**src/rtl/prog_loader_pkg.sv**
```systemverilog
// Shared command codes, FSM state encoding and default memory depths for the program loader.
// The CSUM state exists only when PROG_LOADER_CHECKSUM_EN is defined.
package prog_loader_pkg;

    localparam int IMEM_WORDS_DEF = 256;
    localparam int DMEM_BYTES_DEF = 32;

    localparam logic [7:0] CMD_LOAD_IMEM = 8'h01;
    localparam logic [7:0] CMD_LOAD_DMEM = 8'h02;
    localparam logic [7:0] CMD_START     = 8'h03;

    typedef enum logic [2:0] {
        S_IDLE,
        S_BASE,
        S_COUNT,
        S_DATA,
`ifdef PROG_LOADER_CHECKSUM_EN
        S_CSUM,
`endif
        S_RUN,
        S_ERR
    } state_e;

endpackage

```
**src/rtl/prog_loader_byte_packer.sv**
```systemverilog
// Shifts payload bytes into a little-endian 32-bit word; done_o marks the byte that completes a word.
// word_o already includes the incoming byte so the caller can capture it on that same edge.
module byte_packer
(
    input  logic        clk_i,
    input  logic        rst_i,
    input  logic        clr_i,
    input  logic        en_i,
    input  logic [7:0]  byte_i,
    output logic [31:0] word_o,
    output logic        done_o
);

    logic [23:0] shreg_q, shreg_d;
    logic [1:0]  cnt_q, cnt_d;

    always_comb begin
        shreg_d = shreg_q;
        cnt_d   = cnt_q;
        if (clr_i) begin
            shreg_d = '0;
            cnt_d   = '0;
        end else if (en_i) begin
            shreg_d = {byte_i, shreg_q[23:8]};
            cnt_d   = cnt_q + 2'd1;
        end
    end

    assign word_o = {byte_i, shreg_q};
    assign done_o = en_i && (cnt_q == 2'd3);

    always_ff @(posedge clk_i or posedge rst_i) begin
        if (rst_i) begin
            shreg_q <= '0;
            cnt_q   <= '0;
        end else begin
            shreg_q <= shreg_d;
            cnt_q   <= cnt_d;
        end
    end

endmodule

```
**src/rtl/prog_loader.sv**
```systemverilog
// Byte-stream program loader: parses CMD/BASE/COUNT/payload frames into imem/dmem writes, then starts the CPU.
// Define PROG_LOADER_CHECKSUM_EN to require a trailing payload-sum byte on every load frame.
//
// state   | meaning
// IDLE    | waiting for a command byte
// BASE    | capturing base address / word index
// COUNT   | capturing length (0 means 256)
// DATA    | payload bytes, writes issued as they arrive
// CSUM    | trailing checksum byte (checksum builds only)
// RUN     | CPU started, input closed until reset
// ERR     | protocol error, input drained until reset
module prog_loader
    import prog_loader_pkg::*;
#(
    parameter int IMEM_WORDS = IMEM_WORDS_DEF,
    parameter int DMEM_BYTES = DMEM_BYTES_DEF
) (
    input  logic                          clk_i,
    input  logic                          rst_i,
    input  logic [7:0]                    in_data_i,
    input  logic                          in_valid_i,
    output logic                          in_ready_o,
    output logic                          imem_we_o,
    output logic [$clog2(IMEM_WORDS)-1:0] imem_addr_o,
    output logic [31:0]                   imem_data_o,
    output logic                          dmem_we_o,
    output logic [$clog2(DMEM_BYTES)-1:0] dmem_addr_o,
    output logic [7:0]                    dmem_data_o,
    output logic                          start_o,
    output logic                          err_o,
    output logic [15:0]                   words_loaded_o
);

    localparam int IMEM_AW = $clog2(IMEM_WORDS);
    localparam int DMEM_AW = $clog2(DMEM_BYTES);

    state_e               state_q, state_d;
    logic                 in_ready_q, in_ready_d;
    logic                 imem_we_q, imem_we_d;
    logic [IMEM_AW-1:0]   imem_addr_q, imem_addr_d;
    logic [31:0]          imem_data_q, imem_data_d;
    logic                 dmem_we_q, dmem_we_d;
    logic [DMEM_AW-1:0]   dmem_addr_q, dmem_addr_d;
    logic [7:0]           dmem_data_q, dmem_data_d;
    logic                 start_q, start_d;
    logic                 err_q, err_d;
    logic [15:0]          words_q, words_d;
    logic                 is_imem_q, is_imem_d;
    logic [7:0]           base_q, base_d;
    logic [10:0]          bytes_left_q, bytes_left_d;
    logic [9:0]           idx_q, idx_d;
`ifdef PROG_LOADER_CHECKSUM_EN
    logic [7:0]           csum_q, csum_d;
`endif

    logic        xfer;
    logic [8:0]  n_cnt;
    logic        pk_clr, pk_en, pk_done;
    logic [31:0] pk_word;

    assign xfer  = in_valid_i & in_ready_q;
    assign n_cnt = (in_data_i == 8'd0) ? 9'd256 : {1'b0, in_data_i};

    byte_packer u_packer (
        .clk_i  (clk_i),
        .rst_i  (rst_i),
        .clr_i  (pk_clr),
        .en_i   (pk_en),
        .byte_i (in_data_i),
        .word_o (pk_word),
        .done_o (pk_done)
    );

    always_comb begin
        state_d      = state_q;
        imem_we_d    = 1'b0;
        imem_addr_d  = imem_addr_q;
        imem_data_d  = imem_data_q;
        dmem_we_d    = 1'b0;
        dmem_addr_d  = dmem_addr_q;
        dmem_data_d  = dmem_data_q;
        start_d      = start_q;
        err_d        = err_q;
        words_d      = words_q;
        is_imem_d    = is_imem_q;
        base_d       = base_q;
        bytes_left_d = bytes_left_q;
        idx_d        = idx_q;
`ifdef PROG_LOADER_CHECKSUM_EN
        csum_d       = csum_q;
`endif
        pk_clr       = 1'b0;
        pk_en        = 1'b0;

        case (state_q)
            S_IDLE: if (xfer) begin
                pk_clr = 1'b1;
                if (in_data_i == CMD_LOAD_IMEM || in_data_i == CMD_LOAD_DMEM) begin
                    is_imem_d = (in_data_i == CMD_LOAD_IMEM);
                    state_d   = S_BASE;
                end else if (in_data_i == CMD_START) begin
                    start_d = 1'b1;
                    state_d = S_RUN;
                end else begin
                    err_d   = 1'b1;
                    state_d = S_ERR;
                end
            end
            S_BASE: if (xfer) begin
                base_d  = in_data_i;
                state_d = S_COUNT;
            end
            S_COUNT: if (xfer) begin
                bytes_left_d = is_imem_q ? {n_cnt, 2'b00} : {2'b00, n_cnt};
                idx_d        = '0;
`ifdef PROG_LOADER_CHECKSUM_EN
                csum_d       = '0;
`endif
                state_d      = S_DATA;
            end
            S_DATA: if (xfer) begin
                idx_d        = idx_q + 10'd1;
                bytes_left_d = bytes_left_q - 11'd1;
`ifdef PROG_LOADER_CHECKSUM_EN
                csum_d       = csum_q + in_data_i;
`endif
                if (is_imem_q) begin
                    pk_en = 1'b1;
                    if (pk_done) begin
                        imem_we_d   = 1'b1;
                        imem_addr_d = base_q[IMEM_AW-1:0] + idx_q[IMEM_AW+1:2];
                        imem_data_d = pk_word;
                        words_d     = words_q + 16'd1;
                    end
                end else begin
                    dmem_we_d   = 1'b1;
                    dmem_addr_d = base_q[DMEM_AW-1:0] + idx_q[DMEM_AW-1:0];
                    dmem_data_d = in_data_i;
                end
                if (bytes_left_q == 11'd1) begin
`ifdef PROG_LOADER_CHECKSUM_EN
                    state_d = S_CSUM;
`else
                    state_d = S_IDLE;
`endif
                end
            end
`ifdef PROG_LOADER_CHECKSUM_EN
            S_CSUM: if (xfer) begin
                if (in_data_i == csum_q) begin
                    state_d = S_IDLE;
                end else begin
                    err_d   = 1'b1;
                    state_d = S_ERR;
                end
            end
`endif
            S_RUN: ;
            S_ERR: ;
            default: state_d = S_IDLE;
        endcase

        // Ready is registered, so it must be derived from the next state.
        in_ready_d = (state_d != S_RUN);
    end

    always_ff @(posedge clk_i or posedge rst_i) begin
        if (rst_i) begin
            state_q      <= S_IDLE;
            in_ready_q   <= 1'b0;
            imem_we_q    <= 1'b0;
            imem_addr_q  <= '0;
            imem_data_q  <= '0;
            dmem_we_q    <= 1'b0;
            dmem_addr_q  <= '0;
            dmem_data_q  <= '0;
            start_q      <= 1'b0;
            err_q        <= 1'b0;
            words_q      <= '0;
            is_imem_q    <= 1'b0;
            base_q       <= '0;
            bytes_left_q <= '0;
            idx_q        <= '0;
`ifdef PROG_LOADER_CHECKSUM_EN
            csum_q       <= '0;
`endif
        end else begin
            state_q      <= state_d;
            in_ready_q   <= in_ready_d;
            imem_we_q    <= imem_we_d;
            imem_addr_q  <= imem_addr_d;
            imem_data_q  <= imem_data_d;
            dmem_we_q    <= dmem_we_d;
            dmem_addr_q  <= dmem_addr_d;
            dmem_data_q  <= dmem_data_d;
            start_q      <= start_d;
            err_q        <= err_d;
            words_q      <= words_d;
            is_imem_q    <= is_imem_d;
            base_q       <= base_d;
            bytes_left_q <= bytes_left_d;
            idx_q        <= idx_d;
`ifdef PROG_LOADER_CHECKSUM_EN
            csum_q       <= csum_d;
`endif
        end
    end

    assign in_ready_o     = in_ready_q;
    assign imem_we_o      = imem_we_q;
    assign imem_addr_o    = imem_addr_q;
    assign imem_data_o    = imem_data_q;
    assign dmem_we_o      = dmem_we_q;
    assign dmem_addr_o    = dmem_addr_q;
    assign dmem_data_o    = dmem_data_q;
    assign start_o        = start_q;
    assign err_o          = err_q;
    assign words_loaded_o = words_q;

endmodule

```
**config.mk**
```make
export PLATFORM = sky130hd
export DESIGN_NAME = prog_loader
export DESIGN_NICKNAME = d
export VERILOG_FILES = /design/src/rtl/prog_loader_pkg.sv /design/src/rtl/prog_loader_byte_packer.sv /design/src/rtl/prog_loader.sv
export SDC_FILE = /design/constraint.sdc
export NUM_CORES = 1
export LEC_CHECK = 0
export BUFFER_PORTS_ARGS = -buffer_cell sky130_fd_sc_hd__buf_2
export CAP_MARGIN = 15
export CORE_MARGIN = 3
export CORE_UTILIZATION = 52
export CTS_CLUSTER_SIZE = 16
export DETAILED_ROUTE_END_ITERATION = 16
export GPL_TIMING_DRIVEN = 0
export PLACE_DENSITY = 0.88
export SYNTH_ARGS = -nofsm -noshare
export SYNTH_HDL_FRONTEND = slang
export SYNTH_SLANG_ARGS = --single-unit
```
**constraint.sdc**
```tcl
create_clock -name clk_i -period 3.6 [get_ports clk_i]
set_input_delay 0.36 -clock clk_i [delete_from_list [all_inputs] [get_ports clk_i]]
set_output_delay 0.36 -clock clk_i [all_outputs]
set_load 0.03 [all_outputs]
```
==> impl_metrics.py, run 1 <==
metrics = {
    "outcome": {
        "status": "completed",
    },
    "clock_network": {
        "clock_sinks": 133,
        "clkTransAtPathRegs_ps": 60,
        "clockBufferDepth": 2,
        "cts_tree": "built",
        "numCtsBuffers": 17,
        "h-tree-depth": 4,
        "cts_setup_buffers": 0,
        "cts_root_buf": "clkbuf_16",
        "clk-insertion-delay-late_ps": 410,
    },
    "global_routing": {
        "global_route.overflow_total": 0,
        "grt_pass1_wl_um": 24170,
        "antenna_found_initial": 0,
        "grt_usage": 0.2308,
        "grt_pass1_vias": 4866,
        "grt_max_degree": 44,
    },
    "place": {
        "dp_hpwl_um": 9906,
        "pre_cts_ws_ps": 1570,
        "place_congestion": 0.8843,
        "portBuffers": 84,
        "place_inst": 854,
    },
    "worst_setup_path": {
        "critPathArrivalTime_ps": 2430,
        "slowest_delay_ps": 540,
        "cp-end-kind": "flop",
        "crit_chain": "ha_1, inv_1, fa_1, nor2b_1, o31a_1, o21a_1, nor3_1, o31ai_1",
        "crit_family": "adder cells",
        "slowest_stage": "dfrtp_1",
        "crit_path_start_kind": "flop",
        "critPathKind": "flop to flop",
        "cp.required_ps": 3920,
        "cp_max_fo": 7,
        "crit_buf_inv": 1,
    },
    "worst_hold_path": {
        "min_path_type": "primary input to flop",
    },
    "final_layout": {
        "fin_nets": 760,
        "final_cells": 887,
        "final_util": 0.6465,
        "diodes": 0,
        "most-common-layout-cells": "nand2_1, dfrtp_1, buf_2, a21oi_1, o21ai_0",
        "drive_gt1_frac": 0.2339,
        "area_growth_pct": 20.54,
        "fill_cells": 895,
        "layout_commonest_cell": "nand2_1",
    },
    "power_and_ir_drop": {
        "vdd_drop_max_mv": 0.5425,
        "powerDensity_mw_per_mm2": 631.5,
        "p_leak_uw": 0.003789,
    },
    "yosys": {
        "synth_edf_count": 0,
        "yosys_warnings": 0,
        "synthArstFlopShare": 1.000,
        "syn_nets": 653,
        "synth-seq-cells": 133,
        "yosysSeqAreaShare": 0.5389,
        "syn_area_mm2": 0.006176,
        "ys_types": 57,
        "synth_cells": 624,
        "synth_ff_type": "dfrtp_1",
        "synth_area_per_cell_um2": 9.897,
    },
    "routing": {
        "routed_wl_um": 14390,
        "via_count": 4921,
        "drc": 0,
        "firstDrtPassIters": 5,
        "drt_iter0_drc": 405,
        "wire_per_inst_um": 16.22,
        "ant_nets": 0,
        "via_per_inst": 5.548,
    },
    "sta": {
        "finalHoldViolations": 0,
        "tightest_slew_ps": 702.4,
        "holdWs_ps": 273.0,
        "setup_ws_ps": 1492,
        "grt_setup_unrepaired": "false",
        "fin_skew_ps": 6.934,
        "fin_tns_setup_ps": 0,
        "period_needed_ps": 2108,
        "finalSetupViolations": 0,
        "drv_slew": 0,
        "finalCritPeriodShare": 0.5857,
        "fmax_mhz": 474.3,
        "maxSlewHeadroom": 0.5292,
    },
    "floorplanning": {
        "die-area_mm2": 0.01322,
        "io_pins": 85,
        "rows": 39,
        "core_mm2": 0.01152,
        "die_y_um": 115.0,
        "start_util": 0.5363,
        "chipWidth_um": 115.0,
    },
    "run": {
        "cap_violations": 0,
    },
}
-- worst reg2reg max path, cell delays in order, from the launching register on --
cell and delay [ps]:
dfrtp_1 540, ha_1 260, inv_1 60, fa_1 400, nor2b_1 190, o31a_1 190, o21a_1 140, nor3_1 50
o31ai_1 180
-- metrics by stage --
stage / area [um2] / total power [uW]
6_report: 7445 / 4701
2_1_floorplan: 6180 / 2669
4_1_cts: 7445 / 4725
5_1_grt: 7445 / 4937
3_5_place_dp: 6839 / 2984
3_3_place_gp: 6779 / 2935
-- synthesized netlist by cell type, types with 3 or more instances --
cell / instances / share of area
a21o_1: 5 / 0.0061
and4_1: 4 / 0.0057
mux2i_1: 5 / 0.0081
nor2_1: 24 / 0.015
nand3_1: 7 / 0.0057
a21oi_1: 45 / 0.036
nand3b_1: 5 / 0.0061
ha_1: 16 / 0.032
a31oi_1: 4 / 0.0041
o21ai_1: 4 / 0.0032
buf_6: 3 / 0.0055
nor3_1: 9 / 0.0073
or3_1: 3 / 0.0030
xnor2_1: 22 / 0.031
inv_1: 11 / 0.0067
and3_1: 8 / 0.0081
dfrtp_1: 133 / 0.54
xor2_1: 8 / 0.011
nand4_1: 8 / 0.0081
o21ai_0: 29 / 0.024
nand2_1: 180 / 0.11
o21a_1: 4 / 0.0049
buf_2: 14 / 0.011
buf_4: 3 / 0.0036
clkbuf_1: 8 / 0.0049
mux2_2: 19 / 0.035
a211oi_1: 3 / 0.0036
-- path summary, 6_finish.rpt --
kind / from / cells past startpoint / to / slack, ps
worst max register to register: idx_q[2]$_DFFE_PP0P_ / 8 / imem_addr_o[6]$_DFFE_PP0P_ / 1490
worst min register to register: words_loaded_o[15]$_DFFE_PP0P_ / 1 / words_loaded_o[15]$_DFFE_PP0P_ / 470
min in group asynchronous: rst_i / 3 / words_loaded_o[5]$_DFFE_PP0P_ / 440
worst max-delay path: idx_q[2]$_DFFE_PP0P_ / 8 / imem_addr_o[6]$_DFFE_PP0P_ / 1490
worst min-delay path: in_data_i[4] / 3 / imem_data_o[28]$_DFFE_PP0P_ / 270
max in group asynchronous: rst_i / 5 / state_q[1]$_DFF_PP0_ / 2400
-- repair_timing --
action,in CTS,in global routing
hold buffers,1,0
endpoints found under the hold margin,7,0
resized for setup,0,0
-- cell type report --
class	instances	area (um2)	area share
well taps	143	178.9	0.02403
flip-flops and latches	133	3328	0.4471
plain buffers	30	166.4	0.02235
repair buffers	88	490.5	0.06588
inverters	13	52.55	0.007059
clock inverters	10	121.4	0.01630
clock buffers	22	474.2	0.06370
multi-input cells	448	2633	0.3536
-- flip-flops by register name (all words and copies together) (netlist names), 2 cells and up --
register          cells
u_packer.shreg_q     24
words_loaded_o       16
idx_q                10
bytes_left_q         11
imem_addr_o           8
dmem_data_o           8
imem_data_o          32
dmem_addr_o           5
state_q               3
u_packer.cnt_q        2
base_q                8
-- cells by family (layout without fill, tap and decap cells) --
group                    Yosys count  count (layout)  synth area share
flip-flops                       133             133            0.5389
buffers and inverters             43             163           0.03485
AO/OA/AOI/OAI                    108             108            0.1007
AND/OR/NAND/NOR                  268             268            0.2014
adder cells (fa/ha/maj)           18              18           0.03890
multiplexers                      24              24           0.04275
XOR/XNOR                          30              30           0.04254
-- per-layer routing --
layer  track usage  vias up  wire length [um]
li1              -     2335                 -
met1        0.3040     2390              6211
met2        0.3819      179              7128
met3       0.06368       17               905
met4       0.05556        0               146
met5             0        -                 0
-- where the power goes --
part / internal [uW] / switching, uW
Combinational: 421 / 639
Clock: 1080 / 638
Sequential: 1710 / 215
Note: power is estimated with default switching activity, not from simulation.
==> run 2: changes to the inputs <==
CORE_UTILIZATION = 55   (was 52)
PLACE_DENSITY = 0.89   (was 0.88)
clock period = 2.07 ns   (was 3.6 ns; I/O delays follow)
==> run 2 against run 1 <==
  * Total power rose by 77%
  * Final cell count grew 0.56%
  * Routed wire length is 10% higher
  * Flip-flop and latch count did not move
  * Critical endpoint unchanged
  * Combinational power is 84% higher
  * Fmax grew 6.5%
  * Global-route usage up 3.3 points
  * Critical path type unchanged
  * Sequential power grew 74%
  * Worst hold slack worse by 230 ps
  * Via count increased by 4.3%
==> impl_metrics.py, run 2 (synthesized netlist as in run 1, its figures left out) <==
metrics = {
    "outcome": {
        "status": "completed",
    },
    "final_layout": {
        "area_growth_pct": 22.00,
        "fill_cells": 784,
        "fin_nets": 768,
        "largest_register_ffs": 32,
        "final_util": 0.6920,
        "diodes": 0,
        "most-common-layout-cells": "nand2_1, dfrtp_1, buf_2, a21oi_1, o21ai_0",
        "drive_gt1_frac": 0.2407,
        "layout_commonest_cell": "nand2_1",
    },
    "place": {
        "place_congestion": 0.9193,
        "dp_hpwl_um": 10690,
        "portBuffers": 84,
        "pre_cts_ws_ps": 68.09,
    },
    "power_and_ir_drop": {
        "vdd_drop_max_mv": 1.030,
        "finalPower_uw": 8340,
        "p_leak_uw": 0.003823,
        "powerDensity_mw_per_mm2": 1107,
    },
    "floorplanning": {
        "io_pins": 85,
        "chipWidth_um": 112.0,
        "start_util": 0.5672,
        "rows": 38,
        "die-area_mm2": 0.01254,
        "core_mm2": 0.01089,
        "die_y_um": 112.0,
    },
    "routing": {
        "wire_per_inst_um": 17.76,
        "ant_nets": 0,
        "via_per_inst": 5.752,
        "via_count": 5131,
        "drt_iter0_drc": 421,
        "routed_wl_um": 15840,
        "firstDrtPassIters": 5,
        "drc": 0,
    },
    "sta": {
        "setup_ws_ps": 91.16,
        "finalHoldViolations": 0,
        "finalCritPeriodShare": 0.9560,
        "holdWs_ps": 40.61,
        "drv_slew": 0,
        "fmax_mhz": 505.3,
        "fin_skew_ps": 5.409,
        "tightest_slew_ps": 814.2,
        "period_needed_ps": 1979,
        "maxSlewHeadroom": 0.4542,
        "finalSetupViolations": 0,
        "grt_setup_unrepaired": "false",
    },
    "global_routing": {
        "grt_util_met2": 0.4520,
        "busiest_layer": "met2",
        "grt_max_degree": 40,
        "grt_usage": 0.2633,
        "antenna_found_initial": 0,
        "grt_use_met1": 0.3215,
        "grt_pass1_vias": 5248,
        "global_route.overflow_total": 0,
        "use_met3": 0.07120,
        "grt_pass1_wl_um": 26210,
    },
    "worst_setup_path": {
        "crit_path_start_kind": "flop",
        "critPathArrivalTime_ps": 2420,
        "r2r_setup_slack_ps": 90,
        "cp_max_fo": 7,
        "r2r-end": "imem_addr_o[6]$_DFFE_PP0P_",
        "critPathKind": "flop to flop",
        "worstReg2RegStart": "idx_q[2]$_DFFE_PP0P_",
        "cp-end-kind": "flop",
        "rr_worst_depth": 8,
        "cp.required_ps": 2510,
    },
    "worst_hold_path": {
        "holdPathEnd": "u_packer.shreg_q[20]$_DFFE_PP0P_",
        "min_from": "in_data_i[4]",
        "min_path_type": "primary input to flop",
        "whs_path_depth": 3,
    },
    "clock_network": {
        "h-tree-depth": 4,
        "clkTransAtPathRegs_ps": 60,
        "cts_root_buf": "clkbuf_8",
        "clock_sinks": 133,
        "clockBufferDepth": 2,
        "cts_tree": "built",
        "clk-insertion-delay-late_ps": 530,
        "numCtsBuffers": 17,
    },
    "run": {
        "cap_violations": 0,
    },
}
==> run 2: critical path: stages (launching register included) <==
cell     delay (ps)
dfrtp_2         440
ha_2            230
inv_1            50
fa_1            410
nor2b_1         180
o31a_1          180
o21a_1          160
nor3_1           60
o31ai_1         180
==> run 2: where the power goes <==
part / total [uW] / leakage [uW] / switching (uW) / internal [uW]
logic: 1950 / 0.00175 / 1170 / 782
clock network: 3050 / 0.000291 / 1120 / 1930
registers: 3340 / 0.00178 / 370 / 2970
total: 8340 / 0.00382 / 2650 / 5690
==> run 2: repair_timing <==
| item | in CTS | in global routing |
|---|---|---|
| resized for setup | 1 | 2 |
| endpoints found under the hold margin | 34 | 0 |
| cloned | 0 | 0 |
| setup endpoints to repair | 1 | 2 |
| setup buffers | 0 | 3 |
| hold buffers | 6 | 0 |
==> run 2: per-stage QoR <==
step / cells / setup TNS (ps) / instance area [um2]
2_1_floorplan: 624 / 0 / 6180
3_3_place_gp: 848 / -57850 / 6775
3_5_place_dp: 851 / 0 / 6835
4_1_cts: 889 / 0 / 7505
5_1_grt: 892 / 0 / 7535
6_report: 892 / 0 / 7535
==> run 2: worst max-delay path by stage <==
| stage | startpoint | end | slack [ps] | depth (start not counted) |
|---|---|---|---|---|
| floorplan | rst_i | base_q[0]$_DFFE_PP0P_ | 210 | 1 |
| global placement | rst_i | start_o$_DFFE_PP0P_ | -440 | 2 |
| detailed placement | idx_q[2]$_DFFE_PP0P_ | imem_addr_o[6]$_DFFE_PP0P_ | 70 | 8 |
| CTS | idx_q[2]$_DFFE_PP0P_ | imem_addr_o[6]$_DFFE_PP0P_ | 70 | 8 |
| global route | idx_q[2]$_DFFE_PP0P_ | imem_addr_o[6]$_DFFE_PP0P_ | 10 | 8 |
| finish | idx_q[2]$_DFFE_PP0P_ | imem_addr_o[6]$_DFFE_PP0P_ | 90 | 8 |
==> run 2: routing by layer <==
layer | part of all wire | wire length [um] | up-vias
li1 | - | - | 2343
met1 | 0.40 | 6271 | 2506
met2 | 0.51 | 8066 | 244
met3 | 0.074 | 1172 | 38
met4 | 0.021 | 326 | 0
met5 | 0 | 0 | -
==> run 2: area by class of cell <==
type / instances / area [um2] / area share
inverter: 13 / 52.55 / 0.006974
tap: 140 / 175.2 / 0.02325
buffer: 30 / 166.4 / 0.02209
timing repair buffer: 96 / 563.0 / 0.07473
sequential: 133 / 3329 / 0.4419
multi-input combinational: 448 / 2640 / 0.3504
clock inverter: 11 / 148.9 / 0.01976
clock buffer: 21 / 459.2 / 0.06094
